**src/rtl/uart_host_pkg.sv**
```systemverilog
// rtl/uart_host_pkg.sv - MiniUART register map, LSR bit positions and host FSM states
package uart_host_pkg;

    // Wishbone word address [4:2] of each MiniUART register
    localparam logic [2:0] REG_DATA = 3'b000;
    localparam logic [2:0] REG_LSR  = 3'b001;
    localparam logic [2:0] REG_DIVR = 3'b010;
    localparam logic [2:0] REG_DIVT = 3'b011;

    // Line status register bits
    localparam int LSR_TS = 5;  // transmitter idle
    localparam int LSR_RS = 0;  // byte received

    typedef enum logic [2:0] {
        ST_INIT_DIVR,
        ST_INIT_DIVT,
        ST_POLL,
        ST_RD_DATA,
        ST_WR_DATA,
        ST_GUARD
    } state_t;

endpackage

```
**src/rtl/uart_host_byte_fifo.sv**
```systemverilog
// rtl/uart_host_byte_fifo.sv - byte-wide synchronous FIFO with occupancy count
//
// Ports:
//   clk, rst          clock, asynchronous active-high reset
//   push, push_data   write strobe and byte (ignored while full)
//   pop               read strobe (ignored while empty)
//   head              oldest byte; zero after reset
//   count             number of stored bytes, 0..DEPTH
module byte_fifo #(
    parameter int DEPTH = 4
) (
    input  logic                     clk,
    input  logic                     rst,
    input  logic                     push,
    input  logic [7:0]               push_data,
    input  logic                     pop,
    output logic [7:0]               head,
    output logic [$clog2(DEPTH):0]   count
);

    localparam int AW = $clog2(DEPTH);

    logic [7:0]    mem [DEPTH];
    logic [AW-1:0] wptr;
    logic [AW-1:0] rptr;
    logic          do_push;
    logic          do_pop;

    assign do_push = push && (count != (AW+1)'(DEPTH));
    assign do_pop  = pop && (count != '0);
    assign head    = mem[rptr];

    always_ff @(posedge clk or posedge rst) begin
        if (rst) begin
            wptr  <= '0;
            rptr  <= '0;
            count <= '0;
            for (int i = 0; i < DEPTH; i++) begin
                mem[i] <= '0;
            end
        end else begin
            if (do_push) begin
                mem[wptr] <= push_data;
                wptr      <= wptr + AW'(1);
            end
            if (do_pop) begin
                rptr <= rptr + AW'(1);
            end
            count <= count + {{AW{1'b0}}, do_push} - {{AW{1'b0}}, do_pop};
        end
    end

endmodule

```
**src/rtl/uart_host.sv**
```systemverilog
// rtl/uart_host.sv - Wishbone initiator that programs and polls the MiniUART, bridging it to byte streams
//
// Ports:
//   CLK_I, RST_I                     clock, asynchronous active-high reset
//   ADD_O, DAT_O, DAT_I, STB_O,
//   WE_O, ACK_I                      Wishbone initiator towards the MiniUART
//   tx_byte, tx_valid, tx_ready      byte stream into the TX FIFO
//   rx_byte, rx_valid, rx_ready      byte stream out of the RX FIFO
//   init_done                        divisors have been programmed
//   rx_drop                          pulse: UART had a byte while the RX FIFO was full
module uart_host
    import uart_host_pkg::*;
#(
    parameter int          DEPTH     = 4,
    parameter logic [15:0] DIVR_INIT = 16'd1302,
    parameter logic [15:0] DIVT_INIT = 16'd2604,
    parameter int          GUARD     = 2
) (
    input  logic        CLK_I,
    input  logic        RST_I,
    output logic [2:0]  ADD_O,
    output logic [31:0] DAT_O,
    input  logic [31:0] DAT_I,
    output logic        STB_O,
    output logic        WE_O,
    input  logic        ACK_I,
    input  logic [7:0]  tx_byte,
    input  logic        tx_valid,
    output logic        tx_ready,
    output logic [7:0]  rx_byte,
    output logic        rx_valid,
    input  logic        rx_ready,
    output logic        init_done,
    output logic        rx_drop
);

    localparam int CW = $clog2(DEPTH) + 1;

    state_t        state_q, state_d;
    logic          stb_q, stb_d;
    logic          we_q, we_d;
    logic [2:0]    add_q, add_d;
    logic [31:0]   dat_q, dat_d;
    logic [7:0]    gcnt_q, gcnt_d;
    logic          init_q, init_d;
    logic          drop_q, drop_d;

    logic [CW-1:0] tx_count, rx_count;
    logic [7:0]    tx_head;
    logic          tx_empty, rx_full;
    logic          tx_pop, rx_push;
    logic          lsr_rs, lsr_ts;
    logic          unused_dat;

    assign tx_empty  = (tx_count == '0);
    assign rx_full   = (rx_count == CW'(DEPTH));
    assign tx_ready  = (tx_count != CW'(DEPTH));
    assign rx_valid  = (rx_count != '0);
    assign lsr_rs    = DAT_I[LSR_RS];
    assign lsr_ts    = DAT_I[LSR_TS];
    assign unused_dat = ^DAT_I;

    assign STB_O     = stb_q;
    assign WE_O      = we_q;
    assign ADD_O     = add_q;
    assign DAT_O     = dat_q;
    assign init_done = init_q;
    assign rx_drop   = drop_q;

    byte_fifo #(.DEPTH(DEPTH)) u_tx_fifo (
        .clk       (CLK_I),
        .rst       (RST_I),
        .push      (tx_valid && tx_ready),
        .push_data (tx_byte),
        .pop       (tx_pop),
        .head      (tx_head),
        .count     (tx_count)
    );

    byte_fifo #(.DEPTH(DEPTH)) u_rx_fifo (
        .clk       (CLK_I),
        .rst       (RST_I),
        .push      (rx_push),
        .push_data (DAT_I[7:0]),
        .pop       (rx_valid && rx_ready),
        .head      (rx_byte),
        .count     (rx_count)
    );

    always_ff @(posedge CLK_I or posedge RST_I) begin
        if (RST_I) begin
            state_q <= ST_INIT_DIVR;
            stb_q   <= 1'b0;
            we_q    <= 1'b0;
            add_q   <= '0;
            dat_q   <= '0;
            gcnt_q  <= '0;
            init_q  <= 1'b0;
            drop_q  <= 1'b0;
        end else begin
            state_q <= state_d;
            stb_q   <= stb_d;
            we_q    <= we_d;
            add_q   <= add_d;
            dat_q   <= dat_d;
            gcnt_q  <= gcnt_d;
            init_q  <= init_d;
            drop_q  <= drop_d;
        end
    end

    // Each bus state spends one cycle with STB_O low (the idle cycle between
    // accesses), then raises the strobe and holds it until acknowledged.
    always_comb begin
        state_d = state_q;
        stb_d   = stb_q;
        we_d    = we_q;
        add_d   = add_q;
        dat_d   = dat_q;
        gcnt_d  = gcnt_q;
        init_d  = init_q;
        drop_d  = 1'b0;
        tx_pop  = 1'b0;
        rx_push = 1'b0;

        if (state_q == ST_GUARD) begin
            if (gcnt_q + 8'd1 >= 8'(GUARD)) begin
                state_d = ST_POLL;
            end else begin
                gcnt_d = gcnt_q + 8'd1;
            end
        end else if (!stb_q) begin
            stb_d = 1'b1;
            case (state_q)
                ST_INIT_DIVR: begin we_d = 1'b1; add_d = REG_DIVR; dat_d = {16'b0, DIVR_INIT}; end
                ST_INIT_DIVT: begin we_d = 1'b1; add_d = REG_DIVT; dat_d = {16'b0, DIVT_INIT}; end
                ST_POLL:      begin we_d = 1'b0; add_d = REG_LSR;  end
                ST_RD_DATA:   begin we_d = 1'b0; add_d = REG_DATA; end
                ST_WR_DATA:   begin we_d = 1'b1; add_d = REG_DATA; dat_d = {24'b0, tx_head}; end
                default:      begin stb_d = 1'b0; state_d = ST_INIT_DIVR; end
            endcase
        end else if (ACK_I) begin
            stb_d = 1'b0;
            we_d  = 1'b0;
            case (state_q)
                ST_INIT_DIVR: state_d = ST_INIT_DIVT;
                ST_INIT_DIVT: begin
                    state_d = ST_POLL;
                    init_d  = 1'b1;
                end
                ST_POLL: begin
                    // RX wins over TX; a byte that cannot be taken is flagged
                    // but does not block transmission.
                    drop_d = lsr_rs && rx_full;
                    if (lsr_rs && !rx_full) begin
                        state_d = ST_RD_DATA;
                    end else if (lsr_ts && !tx_empty) begin
                        state_d = ST_WR_DATA;
                    end else begin
                        state_d = ST_POLL;
                    end
                end
                ST_RD_DATA: begin
                    rx_push = 1'b1;
                    state_d = ST_POLL;
                end
                ST_WR_DATA: begin
                    // The UART needs a few cycles before ts reflects the new
                    // byte; GUARD keeps the next poll from seeing a stale ts=1.
                    tx_pop  = 1'b1;
                    gcnt_d  = '0;
                    state_d = ST_GUARD;
                end
                default: state_d = ST_INIT_DIVR;
            endcase
        end
    end

endmodule

```
**config.mk**
```make
export PLATFORM = sky130hd
export DESIGN_NAME = uart_host
export DESIGN_NICKNAME = d
export VERILOG_FILES = /design/src/rtl/uart_host_pkg.sv /design/src/rtl/uart_host_byte_fifo.sv /design/src/rtl/uart_host.sv
export SDC_FILE = /design/constraint.sdc
export NUM_CORES = 1
export LEC_CHECK = 0
export BUFFER_PORTS_ARGS = -buffer_cell sky130_fd_sc_hd__buf_2
export CORE_MARGIN = 2
export CORE_UTILIZATION = 56
export CTS_CLUSTER_DIAMETER = 80
export CTS_CLUSTER_SIZE = 16
export DETAILED_ROUTE_END_ITERATION = 16
export PLACE_DENSITY = 0.78
export SYNTH_ARGS = -nofsm -noshare
export SYNTH_HDL_FRONTEND = slang
export SYNTH_SLANG_ARGS = --single-unit
```
**constraint.sdc**
```tcl
create_clock -name CLK_I -period 3.9 [get_ports CLK_I]
set_input_delay 0.78 -clock CLK_I [delete_from_list [all_inputs] [get_ports CLK_I]]
set_output_delay 0.78 -clock CLK_I [all_outputs]
set_load 0.005 [all_outputs]
```
# == Word-level counts from Yosys, hierarchy flattened ==
# Cells that the tools add are included.
# Widths: inputs -> output; s select.
# classes
n_eq_ne,13
order_cmp,7
mux,45
bitwise_logic,6
n_reduce_logical,34
addsub,9
# op_table
cell,n
$pmux 32 s3,1
$mux 8,11
$bwmux 32,2
$bmux 8 s2,2
$demux 8 s2,2
$pmux 3 s4,2
$mux 3,7
$mux 1,17
$ge 3x3->1 const B,4
$not 2->3,4
$reduce_and 3->1,4
$reduce_bool 3->1,4
$logic_and 1x1->1,11
$eq 3x3->1 const B,3
$add 2x1->2 const B,4
$add 8x1->8 const B,1
$ge 8x2->1 const B,1
$reduce_and 4->1,2
$add 3x1->3,2
$eq 3x2->1 const B,2
$logic_not 3->1,2
$lt 3x1->1 const B,2
$ne 3x3->1 const B,2
$reduce_bool 2->1,3
13 further kinds,19
# totals
register_bits,128
out_inout_bits,49
word_cells,136

# == Depth between registers and ports, before layout ==
# depth
word_depth,9
mapped_depth,11
ltp_nobuf,10

# == Cells and area by module ==
# From an unflattened synthesis, not the netlist that was laid out.
# unflattened
cells_unflattened,406
hier_area_um2,5490.3
# modules_own_cells
mod,cells_per_inst,area_each_um2,seq_area_each_um2,n_inst
byte_fifo,112,1936.9,975.9,2
uart_host,182,1616.6,675.6,1

# == Worst setup path before layout ==
# OpenSTA, ideal clock, no wires.
# synth_timing
path_type,input to register
start,in ACK_I
end,reg u_tx_fifo.count[2]
cell_stages,9
slack_ps,1483
arrival_ps,2294
n_path_buf,0
cell_sequence,nand2_1 -> nor3_1 -> ha_1 -> inv_1 -> ha_1 -> inv_1 -> fa_1 -> xnor2_1 -> xnor2_1
# synth_via
elab_chain_cells,5
# synth_lines
item,line,rtl
start: declaration,uart_host.sv:26,"input logic ACK_I,"
$mux 1,uart_host.sv:142,end else if (ACK_I) begin
$mux 1,uart_host.sv:132,end else if (!stb_q) begin
$mux 1,uart_host.sv:126,if (state_q == ST_GUARD) begin
$logic_and 1x1->1,uart_host_byte_fifo.sv:30,assign do_pop = pop && (count != '0);
named net u_tx_fifo.do_pop,uart_host_byte_fifo.sv:27,logic do_pop;
$sub 3x1->3,uart_host_byte_fifo.sv:49,"count <= count + {{AW{1'b0}}, do_push} - {{AW{1'b0}}, do_pop};"
end signal: assignment,uart_host_byte_fifo.sv:49,
end: declaration,uart_host_byte_fifo.sv:18,output logic [$clog2(DEPTH):0] count
# The timed path passes the listed nets, and every way through them passes these cells.
# A chain may end at the register's enable or synchronous reset.

# == Worst setup path after layout ==
# layout_timing
start,reg state_q[0]
end,reg u_tx_fifo.count[2]
# layout_via
elab_chain_cells,7
elab_cells_between_ends,8
# layout_lines
item,line,rtl
start: declaration,uart_host.sv:39,"state_t state_q, state_d;"
start signal: assignment,uart_host.sv:101,state_q <= state_d;
$eq 3x3->1,uart_host.sv:145,case (state_q)
$mux 1,uart_host.sv:145,
$mux 1,uart_host.sv:142,
$mux 1,uart_host.sv:132,
$mux 1 (*),uart_host.sv:126,
$logic_and 1x1->1 (*),uart_host_byte_fifo.sv:30,
named net u_tx_fifo.do_pop,uart_host_byte_fifo.sv:27,
$sub 3x1->3 (*),uart_host_byte_fifo.sv:49,
# The timed path passes the listed nets; every way through them passes the cells marked *.

==> metrics.cfg <==
[placement]
hpwl_mm = 6.30
port_buffers = 48
gp_congestion = 0.835
place_ws_ps = 1120
placed_cell_area_um2 = 5310

[setup_path]
worstSetupPathType = flip-flop to flip-flop
startpoint_type = flip-flop
worst_setup_path_end_kind = flip-flop
cpPeakStageDelay_ps = 580
reg2regPathDepth = 10
critPathMaxFanout = 16
cpMaxStageDelayCell = dfrtp_1
path_cells = nor2_1, nand2_1, nor3_1, ha_1, inv_1, ha_1, inv_1, fa_1, xnor2_1, xnor2_1
cp_data_required_time_ps = 4190
critPathArrivalTime_ps = 2990

[synth]
synth-seq-cells = 105
synth_seq_area_share_pct = 51.8
synth_cell_types = 53
synth_edf_count = 0
netlist_area_um2 = 5070
synth_top_area_cell = dfrtp_1
syn_inst = 387
avgSynthCellArea_um2 = 13.1
synth_top_area_share_pct = 51.8
yosysWarnings = 0
synth-async-reset-ratio_pct = 100
synth_area_leaders = dfrtp_1 52%, mux2_2 14%, mux4_2 7.1%
synthFlopType = dfrtp_1

[routing]
routedWlPerCell_um = 16.4
routed-wl-met2_mm = 4.50
drc = 0
dr.max_layer_used = met4
ant_nets = 0
first_pass_iters = 4
via_per_inst = 5.59
via_count = 3060
drt-initial-drc-count = 123
met3_length_um = 388
wl_met1_mm = 3.99
wl_mm = 9.00

[global_route]
grt-ovfl-total = 0
grt_pass1_wl_mm = 14.9
grtUsageTotal_pct = 19.4
grt_max_degree = 86
antenna_found_initial = 0
grt_pass1_vias = 3070

[cells_and_area]
diodes = 0
fillers = 677
layout-drive-gt1-share_pct = 36.0
design_area_um2 = 5520
area_growth_pct = 8.76
nets = 495

[clocking]
clock_latency_ps = 370
htree_levels = 3
ctsHoldBuffers = 0
cts_setup_buffers = 0
cts_tree = yes
clk_pin_slew_ps = 100
cts.sinks = 105
ctsRootBufferMaster = clkbuf_8
cts_made_buffers = 9
post_cts_resize_count = 0
cts.path.max_buffers = 2

[run]
max_cap_violations = 0

[timing]
fin_crit_sh_pct = 69.2
whs_ps = 485
setup_viol = 0
drv_slew = 0
setup_slack_ps = 1200
fmax_mhz = 370
maxSlewHeadroom_pct = 31.9
final-hold-violation-count = 0
skew_ps = 10.4
min_period_ps = 2700
worst_slew_pin_slew_ps = 1020
fin_setup_tns_ps = 0
rsz0062_at_grt = no

[floorplanning]
num_io_pins = 94
dieArea_um2 = 9830
core_um2 = 8760
die_w_um = 99.2
rows = 34
die_y_um = 99.2
start_util_pct = 57.9

[status]
status = finished clean

[power_and_ir_drop]
power_density_nw_per_um2 = 715
worst_ir_drop_vdd_v = 0.000411
leakagePower_nw = 2.62

[hold_path]
hp-class = flip-flop to flip-flop
hold_path_depth = 1

-- cells in the mapped netlist, drive strengths merged (3+ instances only) --
cell      n
o21ai    11
inv      20
a21oi    10
dfrtp   105
o22ai     3
nor2b     4
mux2     65
nor2     12
nor3b     3
buf      30
a22o      7
nand2    23
mux4     16
clkbuf    4
nor3      4
ha       14
xnor2     8
a22oi     3
nand3     5
a21boi    7
-- cells by family (layout without fill, tap and decap cells) --
| group | Yosys count | in the layout | synth area share (%) |
|---|---|---|---|
| and+or+nand+nor | 64 | 64 | 6.79 |
| AOI/OAI and AO/OA | 55 | 55 | 7.55 |
| buffers and inverters | 54 | 86 | 6.07 |
| other | 1 | 21 | 0.0739 |
| muxes | 82 | 82 | 21.7 |
| DFF | 105 | 105 | 51.8 |
| xor gates and xnor gates | 10 | 10 | 1.73 |
| adders and majority gates | 16 | 16 | 4.24 |
-- final timing paths --
| check | startpoint | end | slack [ps] |
|---|---|---|---|
| min reg2reg | init_done | init_done | 490 |
| max | state_q[0] | u_tx_fifo.count[2] | 1200 |
| max in group asynchronous | RST_I | u_tx_fifo.mem[25] | 2410 |
| max reg2reg | state_q[0] | u_tx_fifo.count[2] | 1200 |
| min | init_done | init_done | 490 |
| min in group asynchronous | RST_I | u_tx_fifo.mem[11] | 650 |
-- placed cells by master, fill, tap and decap left out, types with 12 or more instances in the layout --
cell	Yosys	routed
buf_2	3	48
conb_1	1	21
dfrtp_1	105	105
ha_1	14	14
inv_1	20	19
mux2_2	64	64
mux4_2	16	16
nand2_1	19	19
nor2_1	12	12
-- cell type report --
| type | instances | area (um^2) | area share (%) |
|---|---|---|---|
| flip-flops and latches | 105 | 2630 | 47.6 |
| multi-input cells | 248 | 2210 | 40.1 |
| clock inverters | 7 | 85.1 | 1.54 |
| repair buffers | 50 | 255 | 4.63 |
| inverters | 20 | 77.6 | 1.41 |
| well taps | 108 | 135 | 2.45 |
| clock buffers | 9 | 124 | 2.25 |
-- critical path, delay by kind of cell (launching register included) --
family,cells,cell delay (ps)
simple gates,3,800
flops,1,580
buf+inv,2,100
xor+xnor,2,320
fa+ha+maj,3,820
-- power by group --
part | total [mW] | switching [mW] | internal, mW
sequential | 1.87 | 0.360 | 1.51
clock | 0.700 | 0.391 | 0.309
combinational | 1.37 | 0.592 | 0.782
total | 3.94 | 1.34 | 2.60
-- sequential cells by signal, summed over array words and instances (netlist names) --
name             flops
u_tx_fifo.rptr       2
ADD_O                2
state_q              3
rx_drop              1
u_tx_fifo.mem       32
u_tx_fifo.count      3
u_rx_fifo.wptr       2
DAT_O               10
u_rx_fifo.mem       32
u_rx_fifo.rptr       2
u_rx_fifo.count      3
gcnt_q               8
u_tx_fifo.wptr       2
STB_O                1
init_done            1
WE_O                 1
-- layer usage --
layer  vias up  track usage [%]
li1       1433                -
met1      1542             25.1
met2        72             32.3
met3        13             5.27
met4         0             5.80
met5         -                0
-- per-stage QoR --
stage	util (%)	cells	total power [mW]
6_report	62.9	547	3.94
3_3_place_gp	60.6	531	3.17
2_1_floorplan	-	407	2.91
4_1_cts	62.9	547	3.98
3_5_place_dp	60.6	531	3.28
5_1_grt	62.9	547	4.23
Power figures use the tool's default switching activity.
